File: src/rtl/uart_top.sv
// uart_top: full-duplex UART (one transmitter, one receiver) with a shared
// clock-derived bit period of DIV = CLK_FREQ/BAUD_RATE cycles.
// Optional feature: define UART_RX_ERR_EN to add the rx_err output, which pulses
// for one cycle when a received frame has a stop-bit or parity error.
module uart_top #(
  parameter int   CLK_FREQ    = 50000000,
  parameter int   SINGLE_SEND = 1,
  parameter int   ARCH_SEL    = 0,
  parameter int   BAUD_RATE   = 9600,
  parameter int   BIT_WIDTH   = 8,
  parameter logic START_BIT   = 1'b0,
  parameter int   LSB_TO_MSB  = 1,
  parameter int   PARITY_SEL  = 0
) (
  input  logic                 clk,
  input  logic                 rst,
  input  logic                 send,
  input  logic                 read,
  output logic                 busy,
  input  logic                 rx_pin,
  output logic                 tx_pin,
  output logic [BIT_WIDTH-1:0] rx_reg,
  input  logic [BIT_WIDTH-1:0] tx_reg
`ifdef UART_RX_ERR_EN
  ,
  output logic                 rx_err
`endif
);

  localparam int DIV = CLK_FREQ / BAUD_RATE;
  localparam int CW  = $clog2(DIV);
  localparam int IW  = (BIT_WIDTH > 1) ? $clog2(BIT_WIDTH) : 1;
  // PARITY_SEL values other than 1/2 (including the illegal 3) mean no parity
  localparam logic PAR_EN  = (PARITY_SEL == 1) || (PARITY_SEL == 2);
  localparam logic PAR_ODD = (PARITY_SEL == 2);
  // With 3-sample voting the window is centred one cycle before the
  // sample edge, so the first sample is taken one cycle later.
  localparam int HALF = (DIV / 2) + ((ARCH_SEL == 1) ? 1 : 0);

  localparam logic            STOP_LVL = ~START_BIT;
  localparam logic [CW-1:0]   CNT_ZERO = CW'(0);
  localparam logic [CW-1:0]   CNT_ONE  = CW'(1);
  localparam logic [CW-1:0]   CNT_LAST = CW'(DIV - 1);
  localparam logic [CW-1:0]   CNT_HALF = CW'(HALF - 1);
  localparam logic [IW-1:0]   IDX_ZERO = IW'(0);
  localparam logic [IW-1:0]   IDX_ONE  = IW'(1);
  localparam logic [IW-1:0]   IDX_LAST = IW'(BIT_WIDTH - 1);

  // Parity bit value for a data word (even = XOR of bits, odd = inverse)
  function automatic logic parity_f(input logic [BIT_WIDTH-1:0] d);
    return (^d) ^ PAR_ODD;
  endfunction

  // Majority vote of three samples
  function automatic logic maj3_f(input logic a, input logic b, input logic c);
    return (a & b) | (a & c) | (b & c);
  endfunction

  // Bit position in the word for the idx-th serial bit
  function automatic logic [IW-1:0] pos_f(input logic [IW-1:0] idx);
    logic [IW-1:0] p;
    if (LSB_TO_MSB == 1) p = idx;
    else                 p = IDX_LAST - idx;
    return p;
  endfunction

  // ---------------------------------------------------------------- TX
  typedef enum logic [2:0] {TX_IDLE, TX_START, TX_DATA, TX_PAR, TX_STOP} tx_state_e;

  tx_state_e            tx_state_q, tx_state_d;
  logic [CW-1:0]        tx_cnt_q, tx_cnt_d;
  logic [IW-1:0]        tx_idx_q, tx_idx_d;
  logic [BIT_WIDTH-1:0] tx_data_q, tx_data_d;
  logic                 send_prev_q, send_prev_d;
  logic                 tx_pin_q, tx_pin_d;
  logic                 busy_q, busy_d;
  logic                 tx_req_s;
  logic                 tx_tick_s;

  // TX state and datapath registers
  always_ff @(posedge clk or posedge rst) begin
    if (rst) begin
      tx_state_q  <= TX_IDLE;
      tx_cnt_q    <= CNT_ZERO;
      tx_idx_q    <= IDX_ZERO;
      tx_data_q   <= {BIT_WIDTH{1'b0}};
      send_prev_q <= 1'b0;
      tx_pin_q    <= STOP_LVL;
      busy_q      <= 1'b0;
    end else begin
      tx_state_q  <= tx_state_d;
      tx_cnt_q    <= tx_cnt_d;
      tx_idx_q    <= tx_idx_d;
      tx_data_q   <= tx_data_d;
      send_prev_q <= send_prev_d;
      tx_pin_q    <= tx_pin_d;
      busy_q      <= busy_d;
    end
  end

  // TX next state: request acceptance, bit timing and bit sequencing
  always_comb begin
    tx_state_d  = tx_state_q;
    tx_cnt_d    = tx_cnt_q;
    tx_idx_d    = tx_idx_q;
    tx_data_d   = tx_data_q;
    send_prev_d = send;
    tx_tick_s   = (tx_cnt_q == CNT_LAST);
    if (SINGLE_SEND == 1) tx_req_s = send & ~send_prev_q;
    else                  tx_req_s = send;
    case (tx_state_q)
      TX_IDLE: begin
        tx_cnt_d = CNT_ZERO;
        if (tx_req_s) begin
          tx_state_d = TX_START;
          tx_idx_d   = IDX_ZERO;
          tx_data_d  = tx_reg;
        end else begin
          tx_state_d = TX_IDLE;
        end
      end
      TX_START: begin
        if (tx_tick_s) begin
          tx_cnt_d   = CNT_ZERO;
          tx_state_d = TX_DATA;
        end else begin
          tx_cnt_d = tx_cnt_q + CNT_ONE;
        end
      end
      TX_DATA: begin
        if (tx_tick_s) begin
          tx_cnt_d = CNT_ZERO;
          if (tx_idx_q == IDX_LAST) begin
            if (PAR_EN) tx_state_d = TX_PAR;
            else        tx_state_d = TX_STOP;
          end else begin
            tx_idx_d = tx_idx_q + IDX_ONE;
          end
        end else begin
          tx_cnt_d = tx_cnt_q + CNT_ONE;
        end
      end
      TX_PAR: begin
        if (tx_tick_s) begin
          tx_cnt_d   = CNT_ZERO;
          tx_state_d = TX_STOP;
        end else begin
          tx_cnt_d = tx_cnt_q + CNT_ONE;
        end
      end
      TX_STOP: begin
        if (tx_tick_s) begin
          tx_cnt_d   = CNT_ZERO;
          tx_state_d = TX_IDLE;
        end else begin
          tx_cnt_d = tx_cnt_q + CNT_ONE;
        end
      end
      default: begin
        tx_state_d = TX_IDLE;
        tx_cnt_d   = CNT_ZERO;
      end
    endcase
  end

  // TX outputs decoded from the next state so the pin and busy are registered
  always_comb begin
    busy_d = (tx_state_d != TX_IDLE);
    case (tx_state_d)
      TX_IDLE:  tx_pin_d = STOP_LVL;
      TX_START: tx_pin_d = START_BIT;
      TX_DATA:  tx_pin_d = tx_data_d[pos_f(tx_idx_d)];
      TX_PAR:   tx_pin_d = parity_f(tx_data_d);
      TX_STOP:  tx_pin_d = STOP_LVL;
      default:  tx_pin_d = STOP_LVL;
    endcase
  end

  // ---------------------------------------------------------------- RX
  typedef enum logic [2:0] {RX_IDLE, RX_START, RX_DATA, RX_PAR, RX_STOP} rx_state_e;

  rx_state_e            rx_state_q, rx_state_d;
  logic [CW-1:0]        rx_cnt_q, rx_cnt_d;
  logic [IW-1:0]        rx_idx_q, rx_idx_d;
  logic [BIT_WIDTH-1:0] rx_data_q, rx_data_d;
  logic                 rx_par_ok_q, rx_par_ok_d;
  logic [BIT_WIDTH-1:0] rx_reg_q, rx_reg_d;
  logic                 sync1_q, sync2_q, hist1_q, hist2_q;
  logic                 rx_smp_s;
  logic                 rx_tick_s;
  logic                 rx_stop_evt_s;
  logic                 rx_good_s;

  // RX synchronizer, sample history, state and datapath registers
  always_ff @(posedge clk or posedge rst) begin
    if (rst) begin
      sync1_q     <= STOP_LVL;
      sync2_q     <= STOP_LVL;
      hist1_q     <= STOP_LVL;
      hist2_q     <= STOP_LVL;
      rx_state_q  <= RX_IDLE;
      rx_cnt_q    <= CNT_ZERO;
      rx_idx_q    <= IDX_ZERO;
      rx_data_q   <= {BIT_WIDTH{1'b0}};
      rx_par_ok_q <= 1'b1;
      rx_reg_q    <= {BIT_WIDTH{1'b0}};
    end else begin
      sync1_q     <= rx_pin;
      sync2_q     <= sync1_q;
      hist1_q     <= sync2_q;
      hist2_q     <= hist1_q;
      rx_state_q  <= rx_state_d;
      rx_cnt_q    <= rx_cnt_d;
      rx_idx_q    <= rx_idx_d;
      rx_data_q   <= rx_data_d;
      rx_par_ok_q <= rx_par_ok_d;
      rx_reg_q    <= rx_reg_d;
    end
  end

  // RX bit sample: single synchronized value or 3-sample vote
  always_comb begin
    if (ARCH_SEL == 1) rx_smp_s = maj3_f(sync2_q, hist1_q, hist2_q);
    else               rx_smp_s = sync2_q;
  end

  // RX next state: start detection, glitch rejection, bit assembly
  always_comb begin
    rx_state_d  = rx_state_q;
    rx_cnt_d    = rx_cnt_q;
    rx_idx_d    = rx_idx_q;
    rx_data_d   = rx_data_q;
    rx_par_ok_d = rx_par_ok_q;
    rx_tick_s   = (rx_cnt_q == CNT_LAST);
    case (rx_state_q)
      RX_IDLE: begin
        rx_cnt_d = CNT_ZERO;
        if (sync2_q == START_BIT) rx_state_d = RX_START;
        else                      rx_state_d = RX_IDLE;
      end
      RX_START: begin
        if (rx_cnt_q == CNT_HALF) begin
          rx_cnt_d = CNT_ZERO;
          if (rx_smp_s == START_BIT) begin
            rx_state_d  = RX_DATA;
            rx_idx_d    = IDX_ZERO;
            rx_par_ok_d = 1'b1;
          end else begin
            rx_state_d = RX_IDLE;
          end
        end else begin
          rx_cnt_d = rx_cnt_q + CNT_ONE;
        end
      end
      RX_DATA: begin
        if (rx_tick_s) begin
          rx_cnt_d = CNT_ZERO;
          rx_data_d[pos_f(rx_idx_q)] = rx_smp_s;
          if (rx_idx_q == IDX_LAST) begin
            if (PAR_EN) rx_state_d = RX_PAR;
            else        rx_state_d = RX_STOP;
          end else begin
            rx_idx_d = rx_idx_q + IDX_ONE;
          end
        end else begin
          rx_cnt_d = rx_cnt_q + CNT_ONE;
        end
      end
      RX_PAR: begin
        if (rx_tick_s) begin
          rx_cnt_d    = CNT_ZERO;
          rx_par_ok_d = (rx_smp_s == parity_f(rx_data_q));
          rx_state_d  = RX_STOP;
        end else begin
          rx_cnt_d = rx_cnt_q + CNT_ONE;
        end
      end
      RX_STOP: begin
        if (rx_tick_s) begin
          rx_cnt_d   = CNT_ZERO;
          rx_state_d = RX_IDLE;
        end else begin
          rx_cnt_d = rx_cnt_q + CNT_ONE;
        end
      end
      default: begin
        rx_state_d = RX_IDLE;
        rx_cnt_d   = CNT_ZERO;
      end
    endcase
  end

  // RX outputs: frame check at the stop sample and gated word update
  always_comb begin
    rx_stop_evt_s = (rx_state_q == RX_STOP) && rx_tick_s;
    rx_good_s     = (rx_smp_s == STOP_LVL) && rx_par_ok_q;
    if (rx_stop_evt_s && rx_good_s && read) rx_reg_d = rx_data_q;
    else                                    rx_reg_d = rx_reg_q;
  end

`ifdef UART_RX_ERR_EN
  logic rx_err_q, rx_err_d;

  // Error pulse at a stop sample that fails the stop-bit or parity check
  always_comb begin
    if (rx_stop_evt_s && !rx_good_s) rx_err_d = 1'b1;
    else                             rx_err_d = 1'b0;
  end

  // Error pulse register
  always_ff @(posedge clk or posedge rst) begin
    if (rst) rx_err_q <= 1'b0;
    else     rx_err_q <= rx_err_d;
  end

  assign rx_err = rx_err_q;
`endif

  assign tx_pin = tx_pin_q;
  assign busy   = busy_q;
  assign rx_reg = rx_reg_q;

endmodule

File: config.mk
export PLATFORM = sky130hd
export DESIGN_NAME = uart_top
export DESIGN_NICKNAME = d
export VERILOG_FILES = /design/src/rtl/uart_top.sv
export SDC_FILE = /design/constraint.sdc
export NUM_CORES = 1
export LEC_CHECK = 0
export BUFFER_PORTS_ARGS = -buffer_cell sky130_fd_sc_hd__buf_2
export CAP_MARGIN = 20
export CORE_MARGIN = 2
export CORE_UTILIZATION = 59
export DETAILED_ROUTE_END_ITERATION = 8
export PLACE_DENSITY_LB_ADDON = 0.15
export RECOVER_POWER = 100
export SYNTH_ARGS = -nofsm -noshare
export SYNTH_HDL_FRONTEND = slang
export SYNTH_SLANG_ARGS = --single-unit
File: constraint.sdc
create_clock -name clk -period 4.8 [get_ports clk]
set_clock_uncertainty 0.2 [all_clocks]
set_input_delay 0.96 -clock clk [delete_from_list [all_inputs] [get_ports clk]]
set_output_delay 0.96 -clock clk [all_outputs]
set_load 0.02 [all_outputs]
======== After elaboration in Yosys (flattened, before gate mapping) ========
Cells that the tools add are included.
operators by class
  magnitude comparators ................... 3
  eq/ne operators ......................... 24
  mux-type cells .......................... 44
  reduce and logical (&&, ||, !) cells .... 18
  bitwise gates (word level) .............. 2
  add/sub/neg operators ................... 4
operators with widths
  operator               number
  $mux 3                 20
  $mux 13                4
  $pmux 3 s5             2
  $add 13x1->13 const B  2
  $eq 13x13->1 const B   2
  $pmux 13 s2            1
  $eq 3x2->1 const B     6
  $mux 8                 2
  $reduce_xor 8->1       2
  $ne 2x2->1 const B     7
  $eq 13x12->1 const B   1
  $eq 3x3->1 const B     4
  $pmux 3 s2             2
  $reduce_and 5->1       2
  $eq 3x1->1 const B     3
  $bwmux 8               1
  $lt 3x4->1 const B     2
  $mux 1                 7
  $add 3x1->3 const B    2
  $logic_not 3->1        2
  $logic_and 1x1->1      5
  $reduce_and 4->1       1
  $reduce_bool 2->1      2
  $reduce_or 4->1        1
  12 further kinds       12
word-level totals
  input port bits ......................... 13
  bits in registers ....................... 68
  word-level logic and storage cells ...... 110

======== Depth between registers and ports, before layout ========
Gate-level depths: netlist (run 1).
  depth after elaboration ................. 9
  depth in mapped cells ................... 10
  mapped depth without buffers ............ 9

======== Worst setup path before layout (run 1) ========
No wires, ideal clock.
  path type ............................... reg2reg
  start ................................... register tx_cnt_q[0]
  end ..................................... register tx_pin_q (netlist: tx_pin)
  data arrival time ....................... 2.463 ns
  slack ................................... 2.076 ns
  required time ........................... 4.539 ns
  cell stages (with the launch flop) ...... 10
  period minus slack after synthesis ...... 2.724 ns
  path through ............................ dfrtp_1 -> ha_1 -> or4bb_1 -> or3_1 -> nor2_1 -> nor2_2 -> inv_2 -> mux4_2 -> nand2_1 -> a31o_1
on the way
  longest elaborated chain between the ends .. 7
  elaborated cells on any way between the ends .. 15
  those cells by class .................... eq/ne: 4; mux: 11
RTL lines
  what                          line  source
  from (decl)                   71    logic [CW-1:0] tx_cnt_q, tx_cnt_d;
  from (signal assigned)        92    tx_cnt_q <= tx_cnt_d;
  $eq 13x13->1                  108   tx_tick_s = (tx_cnt_q == CNT_LAST);
  $mux 3                        131   if (tx_tick_s) begin
  $pmux 3 s2                    111   case (tx_state_q)
  via tx_idx_d[1]               72    logic [IW-1:0] tx_idx_q, tx_idx_d;
  $mux 3                        169   case (tx_state_d)
  $bmux 1 s3                    172   TX_DATA: tx_pin_d = tx_data_d[pos_f(tx_idx_d)];
  $mux 1 (not written as such)  172
  $pmux 1 s3                    169
  via tx_pin_d                  75    logic tx_pin_q, tx_pin_d;
  to (signal assigned)          96    tx_pin_q <= tx_pin_d;
  to (decl)                     75
The timed path passes the listed nets, and every way through them passes these cells. The select of a mux whose other input is x is not followed.
A chain may end at the register's enable or synchronous reset.

======== Worst setup path in the final report (run 1) ========
  start ................................... register tx_cnt_q[8]
  end ..................................... register tx_pin_q (netlist: tx_pin)
Same word-level chain as after synthesis.

==> results.json, run 1 <==
{
  "synth_cell_type_count": 51,
  "numCtsBuffers": 9,
  "synth_area_um2": 3420,
  "stdcell_count": 429,
  "finalHoldViolCount": 0,
  "fin_nets": 372,
  "final_antenna_net_count": 0,
  "hp-class": "reg2reg",
  "slowest_delay_ps": 830,
  "portBuffers": 22,
  "viasPerCell": 5.58,
  "grt_max_degree": 49,
  "worstSkewPairLatency_ps": 340,
  "dieArea_um2": 6420,
  "r2r_slack_ps": 1500,
  "outcome": "finished with violations",
  "grt_pass1_vias": 2435,
  "clk_path_buf_depth": 2,
  "multi_input_area_um2": 1620,
  "gr-total-overflow": 0,
  "rsz0062_at_grt": "false",
  "gp_congestion": 0.820,
  "clkTransAtPathRegs_ps": 70,
  "ir_drop_v": 0.000307,
  "synth_area_leaders": "dfrtp_1 47%, xnor2_1 6.1%, nor2_1 5.0%, mux2_1 4.0%, nand2_1 3.6%",
  "insertedDiodeCount": 0,
  "worstSetupPathType": "reg2reg",
  "path_buf_inv": 1,
  "slowest_stage": "nor4b_1",
  "crit_arrival_ps": 3380,
  "fp.dieH_um": 80.1,
  "reg2regPathDepth": 8,
  "startpoint_type": "register",
  "clock_sinks": 68,
  "final_cell_area_um2": 3730,
  "dp.cells": 414,
  "worst_pin_slew_ps": 2080,
  "crit_family": "simple AND/OR/NAND/NOR gates",
  "powerDensity_nw_per_um2": 362,
  "drc": 0,
  "p_total_mw": 1.35,
  "finalWirelength_um": 6280,
  "fmax_mhz": 303,
  "crit_chain": "or4b_1 > nor4b_1 > a211oi_1 > nor2_2 > inv_1 > mux4_2 > nand2_1 > a31o_1",
  "slew-limit-headroom_pct": -38.6,
  "synth_edf_count": 0,
  "synthToLayoutAreaGrowth_pct": 9.15,
  "dr.first_iter.drc_count": 145,
  "cts_setup_buffers": 0,
  "synth_cells": 330,
  "yosysMostFrequentCell": "dfrtp_1",
  "initial_core_util_pct": 61.7,
  "core_um2": 5540,
  "htree_levels": 3,
  "finalCriticalPeriod_ps": 3300,
  "drive_gt1_share_pct": 11.5,
  "ios": 23,
  "cts_resized": 0,
  "reg_top3": "rx_cnt_q (13), tx_cnt_q (13)",
  "num-fill-cells": 443,
  "hold_buffers": 0,
  "dp.final_hpwl_um": 4270,
  "p_leak_nw": 1.66,
  "async_flop_share_pct": 100,
  "syn_avg_cell_area_um2": 10.4,
  "fin_crit_sh_pct": 68.8,
  "ys_ff_latch": 68,
  "cts_tree": "yes",
  "ys.flop_type": "dfrtp_1",
  "rows": 27,
  "cts_root_buffer": "clkbuf_8",
  "cp.required_ps": 4880,
  "critPathMaxFanout": 5,
  "synth_nets": 348,
  "violations": "max-capacitance violations, max-slew violations",
  "grt_antenna_before_repair": 0,
  "synth_commonest_cells": "64 x dfrtp_1, 46 x nor2_1, 33 x nand2_1",
  "crit_cells": 8,
  "finalMaxSlewViolations": 41,
  "yosysSeqAreaShare_pct": 49.9,
  "synth_top_area_share_pct": 46.8,
  "seq_area_um2": 1710,
  "max-cap-violations": 1,
  "post_drt_wl_per_cell_um": 14.6,
  "grt_pass1_wl_um": 10900,
  "setup_violations": 0,
  "dpl-instance-area_um2": 3580,
  "finalSetupTns_ps": 0,
  "first_pass_iters": 4,
  "dieWidth_um": 80.1,
  "grtUsageTotal_pct": 22.2,
  "ys_warn_count": 0,
  "holdPathStages": 0,
  "crit_path_end_kind": "register",
  "vias": 2393,
  "synth_largest_area_cell": "dfrtp_1"
}
-- where the power goes --
group	total [mW]	internal, mW	switching (mW)	leakage, nW
sequential	0.679	0.628	0.0506	0.890
combinational	0.243	0.119	0.125	0.679
clock	0.430	0.225	0.206	0.0876
total	1.35	0.971	0.381	1.66
-- cells in the final DEF (no fill, tap or decap), types with 11 or more instances in the layout --
master    Yosys  layout
buf_2         1      11
nand3_1      19      19
nor2_1       46      46
dfrtp_1      64      64
clkbuf_1     10      13
clkbuf_8      0      12
xnor2_1      24      24
mux2_1       12      13
nand2_1      33      33
xor2_1       14      14
-- area by class of cell --
cell class / count / share of cell area, %
clock buffers: 13 / 4.53
clock inverters: 1 / 0.201
inverters: 9 / 0.905
multi-input cells: 242 / 43.3
flip-flops and latches: 68 / 45.7
well taps: 72 / 2.41
repair buffers: 24 / 2.88
-- per-stage QoR --
stage          hold slack (ps)  worst slack, ps  utilization, %
2_1_floorplan              145             1940               -
3_3_place_gp               160             1960            64.7
3_5_place_dp               153             1890            64.7
4_1_cts                    161             1860            67.9
5_1_grt                    161             1190            67.4
6_report                   157             1500            67.4
-- worst register-to-register path: stages, from the launching register on --
cell and delay, ps:
dfrtp_1 420, or4b_1 620, nor4b_1 830, a211oi_1 250
nor2_2 180, inv_1 90, mux4_2 420, nand2_1 90
a31o_1 140
-- cells by family (layout without fill, tap and decap cells) --
logic type	after synthesis	in the layout	synth area share, %
AO/OA/AOI/OAI	30	30	5.96
flip-flops	68	68	49.9
buffers and inverters	20	47	2.23
XOR/XNOR	38	38	9.73
AND/OR/NAND/NOR	143	143	21.6
multiplexers	26	26	8.78
adder cells (fa/ha/maj)	5	5	1.83
-- path summary, 6_finish.rpt --
path | endpoint | from
setup / recovery | tx_pin$_DFF_PP1_ | tx_cnt_q[8]$_DFF_PP0_
min in group asynchronous | tx_data_q[0]$_DFF_PP0_ | rst
max in group asynchronous | rx_smp_s$_DFF_PP1_ | rst
hold reg to reg | rx_smp_s$_DFF_PP1_ | sync1_q$_DFF_PP1_
setup reg to reg | tx_pin$_DFF_PP1_ | tx_cnt_q[8]$_DFF_PP0_
hold / removal | rx_smp_s$_DFF_PP1_ | sync1_q$_DFF_PP1_
-- per-layer routing --
metal  global-route usage, %  up-vias  wire (um)
li1                        -     1185          -
met1                    28.7     1156       2960
met2                    34.5       35       2990
met3                    5.51       17        142
met4                    11.9        0        187
met5                       0        -          0
Power figures use the tool's default switching activity.
==> run 2: changes to the inputs <==
--- a/config.mk
+++ b/config.mk
@@ -5,10 +5,11 @@
 export SDC_FILE = /design/constraint.sdc
 export NUM_CORES = 1
 export LEC_CHECK = 0
+export ABC_AREA = 1
 export BUFFER_PORTS_ARGS = -buffer_cell sky130_fd_sc_hd__buf_2
 export CAP_MARGIN = 20
 export CORE_MARGIN = 2
-export CORE_UTILIZATION = 59
+export CORE_UTILIZATION = 55
 export DETAILED_ROUTE_END_ITERATION = 8
 export PLACE_DENSITY_LB_ADDON = 0.15
 export RECOVER_POWER = 100
==> constraint.sdc (replaced) <==
create_clock -name clk -period 2.85 [get_ports clk]
set_clock_uncertainty 0.2 [all_clocks]
set_input_delay 0.57 -clock clk [delete_from_list [all_inputs] [get_ports clk]]
set_output_delay 0.57 -clock clk [all_outputs]
set_load 0.02 [all_outputs]
==> run 2 against run 1 <==
Effect of this change:
- the run now ends clean
- area after synthesis increased by 9.7%
- cell area increased by 8.2%
- clock power increased by 79%
- non-clock buffer count unchanged
- worst setup slack got worse by 1000 ps
- critical path type unchanged
==> results.json, run 2 <==
{
  "synth_nets": 499,
  "crit_arrival_ps": 2400,
  "viasPerCell": 5.08,
  "fmax_mhz": 421,
  "post_drt_wl_per_cell_um": 11.4,
  "grt_antenna_before_repair": 0,
  "grt_pass1_wl_um": 12200,
  "fp.dieH_um": 86.6,
  "startpoint_type": "register",
  "crit_chain": "ha_1 > nand2_1 > inv_1 > nand2_1 > nor2_1 > nand2_1 > nand2_1 > nor2_1 > nor2_1 > nand3_1 > or2_1",
  "ios": 23,
  "synthToLayoutAreaGrowth_pct": 7.67,
  "finalSetupTns_ps": 0,
  "fin_nets": 527,
  "yosysMostFrequentCell": "nand2_1",
  "slowest_stage": "dfrtp_1",
  "synth_area_leaders": "dfrtp_1 43%, nand2_1 12%, inv_1 7.1%, nor2_1 5.6%, nand3_1 4.7%",
  "first_pass_iters": 4,
  "cp.required_ps": 2870,
  "portBuffers": 22,
  "finalCriticalPeriod_ps": 2380,
  "finalWirelength_um": 6780,
  "powerDensity_nw_per_um2": 440,
  "synth_area_um2": 3750,
  "gp_congestion": 0.864,
  "dieArea_um2": 7500,
  "worst_slack_ps": 472,
  "grtUsageTotal_pct": 20.5,
  "mostFrequentLayoutCells": "121 x nand2_1, 72 x inv_1, 64 x dfrtp_1",
  "slowest_delay_ps": 410,
  "hp-class": "in2reg",
  "p_leak_nw": 2.06,
  "synth_largest_area_cell": "dfrtp_1",
  "synth_edf_count": 0,
  "yosysSeqAreaShare_pct": 45.5,
  "final_antenna_net_count": 0,
  "stdcell_count": 594,
  "grt_max_degree": 33,
  "rsz0062_at_grt": "false",
  "synth_cells": 481,
  "drive_gt1_share_pct": 11.1,
  "grt_pass1_vias": 2849,
  "finalHoldViolCount": 0,
  "fin_crit_sh_pct": 83.4,
  "vias": 3015,
  "utilization_pct": 60.5,
  "max-cap-violations": 0,
  "dpl_worst_slack_ps": 550,
  "cts_setup_buffers": 0,
  "clkTransAtPathRegs_ps": 70,
  "ys_warn_count": 0,
  "synth_fa_ha_area_share_pct": 1.67,
  "gr-total-overflow": 0,
  "synth_mux_area_share_pct": 0,
  "num-fill-cells": 617,
  "insertedDiodeCount": 0,
  "ys.flop_type": "dfrtp_1",
  "cts_root_buffer": "clkbuf_8",
  "dieWidth_um": 86.6,
  "crit_path_end_kind": "register",
  "synth_commonest_cells": "118 x nand2_1, 71 x inv_1, 64 x dfrtp_1",
  "cts_resized": 0,
  "outcome": "completed",
  "critPathMaxFanout": 5,
  "synth_top_area_share_pct": 42.7,
  "synth_compound_area_share_pct": 7.50,
  "synth_cell_type_count": 36,
  "reg_top3": "rx_cnt_q (13), tx_cnt_q (13)",
  "dr.first_iter.drc_count": 155,
  "ir_drop_v": 0.000250,
  "slew-limit-headroom_pct": 23.2,
  "multi_input_area_um2": 1660,
  "drc": 0,
  "synth_top_family_by_area": "simple AND/OR/NAND/NOR gates",
  "worstSetupPathType": "reg2reg",
  "final_common_cell": "nand2_1",
  "crit_family": "simple AND/OR/NAND/NOR gates",
  "ys_ff_latch": 68,
  "hold_buffers": 0,
  "worstSkewPairLatency_ps": 340,
  "numCtsBuffers": 9,
  "cpMostUsedCell": "nand2_1",
  "async_flop_share_pct": 100,
  "clk_path_buf_depth": 2,
  "setup_violations": 0,
  "dp.final_hpwl_um": 5050,
  "finalMaxSlewViolations": 0,
  "path_buf_inv": 1,
  "syn_avg_cell_area_um2": 7.80,
  "worst_pin_slew_ps": 1150,
  "hold_ws_ps": 126,
  "cts_tree": "yes",
  "core_um2": 6680,
  "htree_levels": 3,
  "rows": 30,
  "synth_xor_area_share_pct": 3.50,
  "seq_area_um2": 1710,
  "clock_sinks": 68,
  "initial_core_util_pct": 56.2,
  "dp.cells": 578,
  "yosys.area_share.simple_pct": 32.9
}
## run 2: changes by cell type after synthesis, moves of 16 or more
cell,delta
inv_1,+63
nand2_2,+17
xnor2_1,-20
nand2_1,+85
nand3_1,+16
## run 2: stage by stage
stage          instance area [um2]  power, mW
3_5_place_dp                  3940       1.03
3_3_place_gp                  3940       1.03
4_1_cts                       4130       1.81
6_report                      4040       1.78
5_1_grt                       4040       1.84
2_1_floorplan                 3750       1.01
## run 2: layout make-up
class                   instances  area share [%]
clock buffers                  14            3.78
clock inverters                 2           0.867
inverters                      76            7.06
multi-input cells             330            41.0
repair buffers                 24            2.60
well taps                      80            2.48
flip-flops and latches         68            42.2
## run 2: power breakdown
group          switching, mW  internal [mW]
clock network          0.341          0.428
registers            0.00244          0.969
logic                 0.0281        0.00894
total                  0.371           1.41
## run 2: per-layer routing
metal / share of wire (%) / wire [um] / vias to the layer above / track usage, %
met1: 50 / 3400 / 1369 / 28.2
met5: 0 / 0 / - / 0
met3: 4.1 / 280 / 10 / 2.95
li1: - / - / 1574 / -
met2: 44 / 2970 / 62 / 31.3
met4: 1.9 / 131 / 0 / 10.8
## run 2: cell families (layout without fill, tap and decap cells)
group | count (synthesis) | count (layout)
xor+xnor | 15 | 15
simple gates | 263 | 263
compound gates | 47 | 47
flops | 68 | 68
buf+inv | 83 | 116
fa+ha+maj | 5 | 5
## run 2: path summary, 6_finish.rpt
path,startpoint,depth (start not counted),endpoint,slack (ps)
worst max-delay path,tx_cnt_q[0]$_DFF_PP0_,11,busy$_DFF_PP0_,470
worst min-delay path,rx_pin,1,sync1_q$_DFF_PP1_,130
worst max register to register,tx_cnt_q[0]$_DFF_PP0_,11,busy$_DFF_PP0_,470
worst min register to register,sync1_q$_DFF_PP1_,0,rx_smp_s$_DFF_PP1_,170
max in group asynchronous,rst,3,rx_state_q[0]$_DFFE_PP0P_,850
min in group asynchronous,rst,2,tx_cnt_q[4]$_DFF_PP0_,320
==> run 3: changes to the inputs <==
--- a/config.mk
+++ b/config.mk
@@ -5,11 +5,11 @@
 export SDC_FILE = /design/constraint.sdc
 export NUM_CORES = 1
 export LEC_CHECK = 0
-export ABC_AREA = 1
+export ABC_AREA = 0
 export BUFFER_PORTS_ARGS = -buffer_cell sky130_fd_sc_hd__buf_2
 export CAP_MARGIN = 20
 export CORE_MARGIN = 2
-export CORE_UTILIZATION = 55
+export CORE_UTILIZATION = 59
 export DETAILED_ROUTE_END_ITERATION = 8
 export PLACE_DENSITY_LB_ADDON = 0.15
 export RECOVER_POWER = 100
==> constraint.sdc (replaced) <==
create_clock -name clk -period 2.45 [get_ports clk]
set_clock_uncertainty 0.2 [all_clocks]
set_input_delay 0.49 -clock clk [delete_from_list [all_inputs] [get_ports clk]]
set_output_delay 0.49 -clock clk [all_outputs]
set_load 0.02 [all_outputs]
==> run 3 against run 2 <==
Effect of this change:
- the run now ends with max-capacitance violations, max-slew violations, negative setup slack left
- final cell count down 21%
- clock-buffer cell count down 1
- cell area up 3.4%
- via count down 14%
- combinational power rose to 17 times the previous value
- sequential share of layout area down 1.4 points
- clock power up 30%
- non-clock buffer count up 39
- utilization up 15 points
- critical path type unchanged
- highest routed layer unchanged
==> results.json, run 3 (same netlist as run 1, synthesis figures left out) <==
{
  "reg2regPathDepth": 8,
  "first_pass_iters": 4,
  "r2r_slack_ps": -140,
  "post_drt_wl_per_cell_um": 14.3,
  "dieArea_um2": 6420,
  "finalHoldViolCount": 0,
  "finalCriticalPeriod_ps": 2590,
  "final_cell_area_um2": 4180,
  "dp.cells": 448,
  "fin_crit_sh_pct": 106,
  "dpl-instance-area_um2": 3910,
  "grtUsageTotal_pct": 23.2,
  "hold_ws_ps": 47.4,
  "ir_drop_v": 0.000667,
  "rsz0062_at_grt": "true",
  "slew-limit-headroom_pct": -7.80,
  "grt_pass1_vias": 2484,
  "gr-total-overflow": 0,
  "max-cap-violations": 1,
  "internal_power_mw": 2.11,
  "core_um2": 5540,
  "finalMaxSlewViolations": 69,
  "worst_slack_ps": -136,
  "startpoint_type": "register",
  "final_antenna_net_count": 0,
  "dr.first_iter.drc_count": 96,
  "dp.final_hpwl_um": 4440,
  "synthToLayoutAreaGrowth_pct": 22.1,
  "worst_pin_slew_ps": 1620,
  "ios": 23,
  "reg_top3": "rx_cnt_q (13), tx_cnt_q (13)",
  "worstSkewPairLatency_ps": 350,
  "dieWidth_um": 80.1,
  "cp.required_ps": 2540,
  "critPathMaxFanout": 4,
  "insertedDiodeCount": 0,
  "clockPowerShare_pct": 34.1,
  "gp_congestion": 0.818,
  "endpoint": "tx_pin$_DFF_PP1_",
  "num-fill-cells": 386,
  "worstSetupPathType": "reg2reg",
  "grt_antenna_before_repair": 0,
  "rows": 27,
  "setup_violations": 3,
  "portBuffers": 22,
  "r2r-end": "tx_pin$_DFF_PP1_",
  "finalSetupTns_ps": -198,
  "crit_arrival_ps": 2680,
  "min_from": "rx_pin",
  "p_sw_mw": 0.812,
  "violations": "max-capacitance violations, max-slew violations, negative setup slack",
  "p_total_mw": 2.92,
  "crit_path_end_kind": "register",
  "fmax_mhz": 387,
  "p_seq_share_pct": 44.8,
  "stdcell_count": 470,
  "htree_levels": 3,
  "p_leak_nw": 1.91,
  "r2r-start": "tx_cnt_q[11]$_DFF_PP0_",
  "powerDensity_nw_per_um2": 700,
  "fin_nets": 411,
  "numCtsBuffers": 9,
  "grt_max_degree": 69,
  "cts_root_buffer": "clkbuf_8",
  "hp-class": "in2reg",
  "clk_path_buf_depth": 2,
  "drc": 0,
  "outcome": "finished with violations",
  "viasPerCell": 5.50,
  "p_comb_share_pct": 21.1,
  "vias": 2586,
  "hold_buffers": 0,
  "initial_core_util_pct": 61.7,
  "final_common_cell": "dfrtp_1",
  "finalWirelength_um": 6740,
  "grt_pass1_wl_um": 11400,
  "fp.dieH_um": 80.1,
  "drive_gt1_share_pct": 25.9,
  "startpoint": "tx_cnt_q[11]$_DFF_PP0_",
  "cts_tree": "yes",
  "clock_sinks": 68,
  "switching_share_pct": 27.8,
  "clkTransAtPathRegs_ps": 70,
  "mostFrequentLayoutCells": "64 x dfrtp_1, 43 x nor2_1, 33 x buf_4"
}
## run 3: cell types whose count changed in the layout (fill, tap and decap cells not counted), moves of 15 or more
cell / previous run / this run
nand2_1: 121 / 32
inv_1: 72 / 8
buf_4: 0 / 33
xnor2_1: 4 / 24
nand3_1: 35 / 19
nor2_1: 58 / 43
o21ai_0: 19 / 4
## run 3: what timing repair did
item,CTS,global route
setup endpoints to repair,7,24
pin swaps,3,7
gates resized for setup,6,9
buffers inserted,2,4
## run 3: metrics by stage
step	utilization (%)	setup WS [ps]
floorplan	-	-89.9
CTS	75.3	-111
global route	75.4	-171
detailed placement	70.5	-176
finish	75.4	-136
global placement	70.5	-111
## run 3: area by class of cell
| cell class | instances | area [um2] | area share [%] |
|---|---|---|---|
| Multi-Input combinational cell | 242 | 1740 | 41.6 |
| Timing Repair Buffer | 63 | 387 | 9.26 |
| Tap cell | 72 | 90.1 | 2.16 |
| Inverter | 9 | 33.8 | 0.809 |
| Clock inverter | 3 | 42.5 | 1.02 |
| Clock buffer | 13 | 179 | 4.28 |
| Sequential cell | 68 | 1710 | 40.9 |
## run 3: power groups by stage
stage               clock network (mW)  logic (mW)  registers (mW)
floorplan                            0       0.403            1.34
global placement                     0       0.600            1.33
detailed placement                   0       0.615            1.33
CTS                               1.02       0.625            1.31
global route                      1.06       0.690            1.32
finish                           0.997       0.616            1.31
## run 3: layer usage
layer / global-route usage (%) / vias to the layer above / wire, um
met5: 0 / - / 0
met2: 35.4 / 41 / 3160
met1: 31.5 / 1253 / 3210
li1: - / 1277 / -
met4: 11.0 / 0 / 160
met3: 5.17 / 15 / 219
## run 3: how the worst min path moves through the flow
stage | end | slack, ps | cells after the start
detailed placement | rx_smp_s$_DFF_PP1_ | 150 | 0
floorplan | rx_smp_s$_DFF_PP1_ | 150 | 0
global placement | rx_smp_s$_DFF_PP1_ | 150 | 0
finish | sync1_q$_DFF_PP1_ | 50 | 1
CTS | rx_cnt_q[1]$_DFF_PP0_ | 10 | 3
global route | sync1_q$_DFF_PP1_ | 40 | 1
## run 3: worst max-delay path: stages (launching register included)
cell	delay (ps)
dfrtp_1	380
or4b_4	580
or3_4	430
nor2_4	110
nor2_2	50
inv_2	90
mux4_2	500
nand2_1	70
a31o_1	130
